===== src/rtl/icache_loader_arbiter.sv =====
// -----------------------------------------------------------------------------
// icache_loader_arbiter
//
// Owns the single port of the instruction cache and shares it between the CPU
// fetch path and a byte-serial program loader. Loader bytes are packed into
// 16-bit words (high byte first) and written to consecutive cache indices
// starting at 0. CPU fetches are stalled for the whole duration of a load.
//
// Ports
//   clk, rst                 clock (rising edge), async active-high reset
//   load_start, load_count   begin a load of load_count words (IDLE only)
//   load_abort               cancel a load in progress
//   byte_valid/byte_data     loader byte stream, accepted with byte_ready
//   load_done, load_error    1-cycle completion / error pulses
//   busy                     high whenever a load sequence is active
//   cpu_req, cpu_index       CPU fetch request and word index
//   cpu_grant                fetch accepted this cycle (combinational)
//   cpu_data, cpu_data_valid fetched word, valid the cycle after a grant
//   cache_not_enable         icache read disable (high = no read)
//   cache_index, cache_data  icache read index / registered read data
//   cache_download           icache write enable (icache writes on negedge)
//   cache_wr_index/data      icache write index / data
// -----------------------------------------------------------------------------
module icache_loader_arbiter #(
   parameter int DEPTH = 1000,
   parameter int CNT_W = 16
) (
   input  logic             clk,
   input  logic             rst,
   input  logic             load_start,
   input  logic [CNT_W-1:0] load_count,
   input  logic             load_abort,
   input  logic             byte_valid,
   input  logic [7:0]       byte_data,
   output logic             byte_ready,
   output logic             load_done,
   output logic             load_error,
   output logic             busy,
   input  logic             cpu_req,
   input  logic [31:0]      cpu_index,
   output logic             cpu_grant,
   output logic [15:0]      cpu_data,
   output logic             cpu_data_valid,
   output logic             cache_not_enable,
   output logic [31:0]      cache_index,
   input  logic [15:0]      cache_data,
   output logic             cache_download,
   output logic [31:0]      cache_wr_index,
   output logic [15:0]      cache_wr_data
);

   localparam logic [2:0] IDLE    = 3'd0;
   localparam logic [2:0] LOAD_HI = 3'd1;
   localparam logic [2:0] LOAD_LO = 3'd2;
   localparam logic [2:0] WRITE   = 3'd3;
   localparam logic [2:0] DONE    = 3'd4;

   localparam logic [CNT_W-1:0] DEPTH_W = CNT_W'(DEPTH);

   logic [2:0]       state;
   logic [CNT_W-1:0] wcnt;
   logic [CNT_W-1:0] count;
   logic [CNT_W-1:0] wcnt_inc;
   logic [7:0]       hi;
   logic             download_q;

   assign wcnt_inc = wcnt + CNT_W'(1);

   // The CPU only gets the port in IDLE, and a simultaneous load_start wins.
   // Gating with rst keeps the read port disabled while reset is held.
   assign busy             = (state != IDLE);
   assign cpu_grant        = !rst && (state == IDLE) && cpu_req && !load_start;
   assign cache_not_enable = !cpu_grant;
   assign cache_index      = cpu_index;
   assign cpu_data         = cache_data;
   assign byte_ready       = (state == LOAD_HI) || (state == LOAD_LO);

   // The write strobe is registered (high exactly in WRITE); an abort arriving
   // during WRITE must still cancel that write, hence the final gate.
   assign cache_download   = download_q && !load_abort;

   always_ff @(posedge clk or posedge rst) begin
      if (rst) begin
         state          <= IDLE;
         wcnt           <= '0;
         count          <= '0;
         hi             <= '0;
         download_q     <= 1'b0;
         load_done      <= 1'b0;
         load_error     <= 1'b0;
         cpu_data_valid <= 1'b0;
         cache_wr_index <= '0;
         cache_wr_data  <= '0;
      end else begin
         load_done      <= 1'b0;
         load_error     <= 1'b0;
         download_q     <= 1'b0;
         cpu_data_valid <= cpu_grant;
         case (state)
            IDLE: begin
               if (load_start) begin
                  if (load_count == '0) begin
                     state     <= DONE;
                     load_done <= 1'b1;
                  end else if (load_count > DEPTH_W) begin
                     load_error <= 1'b1;
                  end else begin
                     state <= LOAD_HI;
                     wcnt  <= '0;
                     count <= load_count;
                  end
               end
            end
            LOAD_HI: begin
               if (load_abort) begin
                  state      <= IDLE;
                  load_error <= 1'b1;
               end else if (byte_valid) begin
                  hi    <= byte_data;
                  state <= LOAD_LO;
               end
            end
            LOAD_LO: begin
               // The low byte goes straight into the write data register, so
               // no separate low-byte holding register is needed.
               if (load_abort) begin
                  state      <= IDLE;
                  load_error <= 1'b1;
               end else if (byte_valid) begin
                  cache_wr_data  <= {hi, byte_data};
                  cache_wr_index <= 32'(wcnt);
                  download_q     <= 1'b1;
                  state          <= WRITE;
               end
            end
            WRITE: begin
               if (load_abort) begin
                  state      <= IDLE;
                  load_error <= 1'b1;
               end else begin
                  wcnt <= wcnt_inc;
                  if (wcnt_inc == count) begin
                     state     <= DONE;
                     load_done <= 1'b1;
                  end else begin
                     state <= LOAD_HI;
                  end
               end
            end
            DONE: begin
               state <= IDLE;
            end
            default: begin
               state <= IDLE;
            end
         endcase
      end
   end

endmodule


===== config.mk =====
export PLATFORM = sky130hd
export DESIGN_NAME = icache_loader_arbiter
export DESIGN_NICKNAME = d
export VERILOG_FILES = /design/src/rtl/icache_loader_arbiter.sv
export SDC_FILE = /design/constraint.sdc
export NUM_CORES = 1
export LEC_CHECK = 0
export CAP_MARGIN = 0
export CORE_ASPECT_RATIO = 1.2
export CORE_UTILIZATION = 35
export DETAILED_ROUTE_END_ITERATION = 16
export PLACE_DENSITY_LB_ADDON = 0.25
export RECOVER_POWER = 100
export SYNTH_ARGS = -nofsm -noshare
export SYNTH_HDL_FRONTEND = slang
export SYNTH_SLANG_ARGS = --single-unit

===== constraint.sdc =====
create_clock -name clk -period 5.65 [get_ports clk]
set_clock_uncertainty 0.05 [all_clocks]
set_input_delay 1.13 -clock clk [delete_from_list [all_inputs] [get_ports clk]]
set_output_delay 1.13 -clock clk [all_outputs]
set_load 0.01 [all_outputs]

Yosys cells after proc, flatten, opt, wreduce, memory -nomap -nowiden
Cells that the tools add are included.

word-level totals
  flip-flop bits (word level) = 79
  output and inout port bits = 104

cells by class
  add/subtract/negate cells = 1
  order comparisons = 1
  equal/unequal tests = 11
  muxes and demuxes = 28
  bitwise logic cells = 3
  reductions and logical operators = 19

operators by type and width
  operator                 number
  $mux W16                 4
  $pmux W16 S2             1
  $mux W3                  9
  $add A16 B1 Y16 const B  1
  $eq A16 B16 Y1           1
  $gt A16 B10 Y1 const B   1
  $logic_not A16 Y1        1
  $pmux W3 S4              1
  $mux W1                  11
  $ne A3 B3 Y1 const B     3
  $ne A2 B2 Y1 const B     4
  $reduce_and A4 Y1        2
  $eq A3 B2 Y1 const B     2
  $reduce_and A3 Y1        2
  $reduce_and A5 Y1        1
  $logic_and A1 B1 Y1      4
  $logic_not A1 Y1         4
  $pmux W1 S2              2
  $eq A3 B1 Y1 const B     1
  $logic_not A3 Y1         1
  $not A1 Y1               3
  $reduce_bool A3 Y1       1
  $reduce_or A3 Y1         1
  $reduce_bool A2 Y1       1
  $logic_or A1 B1 Y1       1

Logic depth before layout (Yosys ltp)
  word-level depth = 5
  gate-level depth with buffers = 8

Least setup slack after synthesis
OpenSTA, ideal clock, no wires.

  path kind = in2reg
  start = input load_count[15]
  end = register count[1]
  library setup time = 0.125 ns
  arrival = 2.893 ns
  required time = 5.475 ns
  path slack = 2.582 ns
  cell stages on the path = 6
  path through = or4_1 nor3_1 nand3_1 nor2_2 buf_2 mux2_2

on the way
  longest elaborated chain between the ends = 3

ends and longest elaborated chain
  item                                                 line      RTL
  from (decl)                                          31        input logic [CNT_W-1:0] load_count,
  $gt A16 B10 Y1 or $logic_not A16 Y1 (tied branches)  105, 102
  $not A1 Y1 (no line)                                 -
  $reduce_and A4 Y1 (no line) (*)                      -
  to (signal assigned)                                 110       count <= load_count;
  to (decl)                                            62        logic [CNT_W-1:0] count;

Every way passes the cells marked *; elsewhere a longest branch is shown, timed or not.
A chain may end at the register's enable or synchronous reset.

Worst setup path in the final report
  start = input load_count[15]
  end = register wcnt[9]

on the way
  longest elaborated chain between the ends = 3

ends and longest elaborated chain
  item                                                 line      RTL
  $gt A16 B10 Y1 or $logic_not A16 Y1 (tied branches)  105, 102
  $ne A2 B2 Y1 (no line)                               -
  $reduce_and A5 Y1 (no line) (*)                      -
  to (signal assigned)                                 141       wcnt <= wcnt_inc;
  to (decl)                                            61        logic [CNT_W-1:0] wcnt;

Marked as above.

==> results list <==
- CTS tree: yes
- Number of levels in the clock H-tree: 3
- Adding up every negative setup slack in the final design gives 0 ns.
* Overall power after layout: 1292 uW
- Hold WC Path Type: flop to flop
- Transition at the pin with the smallest max-transition slack: 2.032 ns
- Slowest library cell on the worst path: sky130_fd_sc_hd__nor2_1
- Maximum ir drop on the vdd rail: 102.9 uV
- Utilization after layout: 0.4195
- For the worst setup path, the data required time is 5.81 ns.
- Among all flip-flop cells after synthesis, the most frequent one is sky130_fd_sc_hd__dfrtp_1.
- Half-perimeter wire length of the detailed placement result: 6.146 mm
* Part of the Yosys area used for sequential elements: 0.4614
- Pwr/cell area: 262.6 nW/um^2
- The detailed router finished its first iteration with 138 violations.
* Core Rows: 43
- CP endpoint kind: flop
* Die Ht: 123.2 um
- Reg-to-reg slack, setup: 2.45 ns
- After detailed routing, the number of vias per cell comes to 4.883.
* Post-Syn Area: 4284 sq um
- First-pass iteration count of the detailed router: 6
- Die Width: 103.0 um
- Maximum fanout count along the critical path: 17
- Max-cap violations: 2
- Static leakage: 0.002399 uW
- Root buf cell: sky130_fd_sc_hd__clkbuf_16
* Total congestion overflow after global routing: 0
- Number of max-slew violations in the final report: 83
- Wire length of the first global-routing pass: 14.52 mm
- The die covers 12690 sq um.
- WL per Instance: 13.60 um
* Effective utilization at floorplan: 0.3653
- Violated checks: max-capacitance violations, max-slew violations
* Layout cell share with drive strength beyond 1: 0.08903
* Total via count in the routed design: 3125
* Max stage delay on crit path: 0.92 ns
- Buffer count from post-CTS setup fixing: 0
* Initial antenna violation count: 0
* Cells after synthesis: 464
* RSZ-0062 raised after global routing: false
- The Yosys step of the flow raised 0 warnings.
- After detailed routing, the number of remaining DRC violations is 0.
- TritonCTS Buffers: 9
* Buffers & Inverters on Critical Path: 1
- Compared with the post-synthesis result, the final layout area differs by 14.84%.
- Final Critical Period: 4.331 ns
* Synth cell types: 46
- STA puts the critical path data arrival time at 4.49 ns.
- The repair_antennas step left the layout with diodes totalling 0.
- Grouping stages by cell kind, the critical path spends the most delay in simple AND/OR/NAND/NOR gates.
- Setup Slack @ Placement: 1.655 ns
* Global-route total usage across every layer: 0.1492
- Headroom to the max-slew limit came out at -0.3624.
- Fraction of the cycle the final worst path needs: 0.7666
- STA classifies the critical path startpoint as an input pin.
* Synthesized flop and latch total: 79
- Status: finished with violations
- Cells along the critical path: dlygate4sd3_1 > or4_1 > nor3_1 > nand3_1 > nor2_1 > nor2_1 > o21ai_0 > o21ai_0
* Fmax: 0.2309 GHz
- Resized cells post-CTS: 0
- Once routing completed, OpenROAD measured the worst setup slack at 1.319 ns.
- The critical path is of the input pin to flop type.
* Routability Congestion: 0.7719
- In this run the standard cell core region covers 11730 sq um.
- Summed over all layers, the routed wires come to 8.701 mm.
- Syn avg cell area: 9.233 sq um
- Pin count of the biggest net entering global routing: 46
- Input and output buffers added on the ports amount to 69.
- 182 I/O pins were placed.
- Maximum number of buffers from clock root to sink: 2
* Endpoints failing hold: 0
* Clock latency at the later pin of the worst-skew pair: 0.33 ns
* Fraction of registers with async set/reset: 1.000
- Total Nets Final: 558
* Clock tree sinks: 79
- Final setup viols: 0
- Vias in the first global route: 3037
- After clock tree synthesis, the clock-pin slew on the worst setup and hold paths is 0.06 ns.
- Post-synth EDFFs: 0
- The detail route stage leaves a number of antenna-violating nets equal to 0.
* Number of hold buffers added after CTS: 0
tightest hold or removal path, delay by kind of cell, from the launching register on:
family / cells / cell delay (ns)
flip-flops: 1 / 0.34
AND/OR/NAND/NOR: 2 / 0.10
registers in the layout (all words and copies together), names as in the netlist:
signal	flops
state	3
wcnt	16
download_q	1
cache_wr_data	16
hi	8
count	16
load_error	1
cache_wr_index	16
load_done	1
cpu_data_valid	1
layer usage:
layer / up-vias / global-route usage / share of wire
met5: - / 0 / 0
met4: 0 / 0.07835 / 0.026
met3: 21 / 0.03279 / 0.057
met2: 110 / 0.2363 / 0.47
met1: 1496 / 0.1898 / 0.45
li1: 1498 / - / -
cell families after synthesis:
group                    count (synthesis)  synth area share
AND/OR/NAND/NOR                        198            0.2225
buffers and inverters                   91            0.1475
flip-flops                              79            0.4614
AO/OA/AOI/OAI                           56           0.07593
XOR/XNOR                                19           0.03884
multiplexers                            19           0.04994
adder cells (fa/ha/maj)                  1          0.002920
other                                    1         0.0008753
path summary, 6_finish.rpt:
kind                                           end            from  cells past startpoint
worst max-delay path                       wcnt[9]  load_count[15]                      8
worst min-delay path             cache_wr_data[10]           hi[2]                      2
worst max register to register   cache_wr_index[0]        state[2]                      6
worst min register to register   cache_wr_data[10]           hi[2]                      2
max in group asynchronous       cache_wr_index[10]             rst                      3
min in group asynchronous               load_error             rst                      2
cells in the final DEF, fill, tap and decap left out, drive strengths merged, types with 3 or more instances in the layout:
master         count
xor2               7
a31oi              4
conb              16
inv                7
o22ai              4
mux2              19
nand2            114
nand4              4
a21oi              7
nor2              21
nor3               6
and3               3
o21ai             31
nor3b              4
nand3b             3
dfrtp             79
dlygate4sd3       44
o31ai              4
nor4               5
nor2b              8
xnor2             12
clkdlybuf4s50     25
nand2b             4
nand3             16
clkbuf            14
synthesized netlist by cell type (7+ instances only):
library cell	instances	area, sq um
sky130_fd_sc_hd__nand2_1	114	427.9
sky130_fd_sc_hd__dfrtp_1	79	1977
sky130_fd_sc_hd__buf_4	66	495.5
sky130_fd_sc_hd__o21ai_0	31	155.2
sky130_fd_sc_hd__mux2_2	19	214.0
sky130_fd_sc_hd__nor2_1	19	71.32
sky130_fd_sc_hd__nand3_1	14	70.07
sky130_fd_sc_hd__xnor2_1	12	105.1
sky130_fd_sc_hd__clkbuf_1	10	37.54
sky130_fd_sc_hd__inv_1	8	30.03
sky130_fd_sc_hd__nor2b_1	8	50.05
sky130_fd_sc_hd__a21oi_1	7	35.03
sky130_fd_sc_hd__xor2_1	7	61.31
stage by stage:
stage | instances | instance area, sq um | hold WS [ns]
finish | 640 | 4920 | 0.4114
global route | 640 | 4920 | 0.4449
CTS | 640 | 4949 | 0.4150
detailed placement | 625 | 4649 | 0.4006
global placement | 625 | 4649 | 0.3914
floorplan | 479 | 4340 | 0.3848
layout make-up:
cell class              count  area [sq um]
fillers                  1204          6809
well taps                 157         196.4
flip-flops and latches     79          1977
inverters                   8         31.28
clock inverters             3         42.54
repair buffers             72         705.7
clock buffers              12         256.5
multi-input cells         309          1710
power by group:
part           total [uW]  switching [uW]  internal, uW
Combinational         104            48.5          55.9
Clock                 581             218           363
Sequential            606            16.1           590
(Power assumes the default switching activity.)
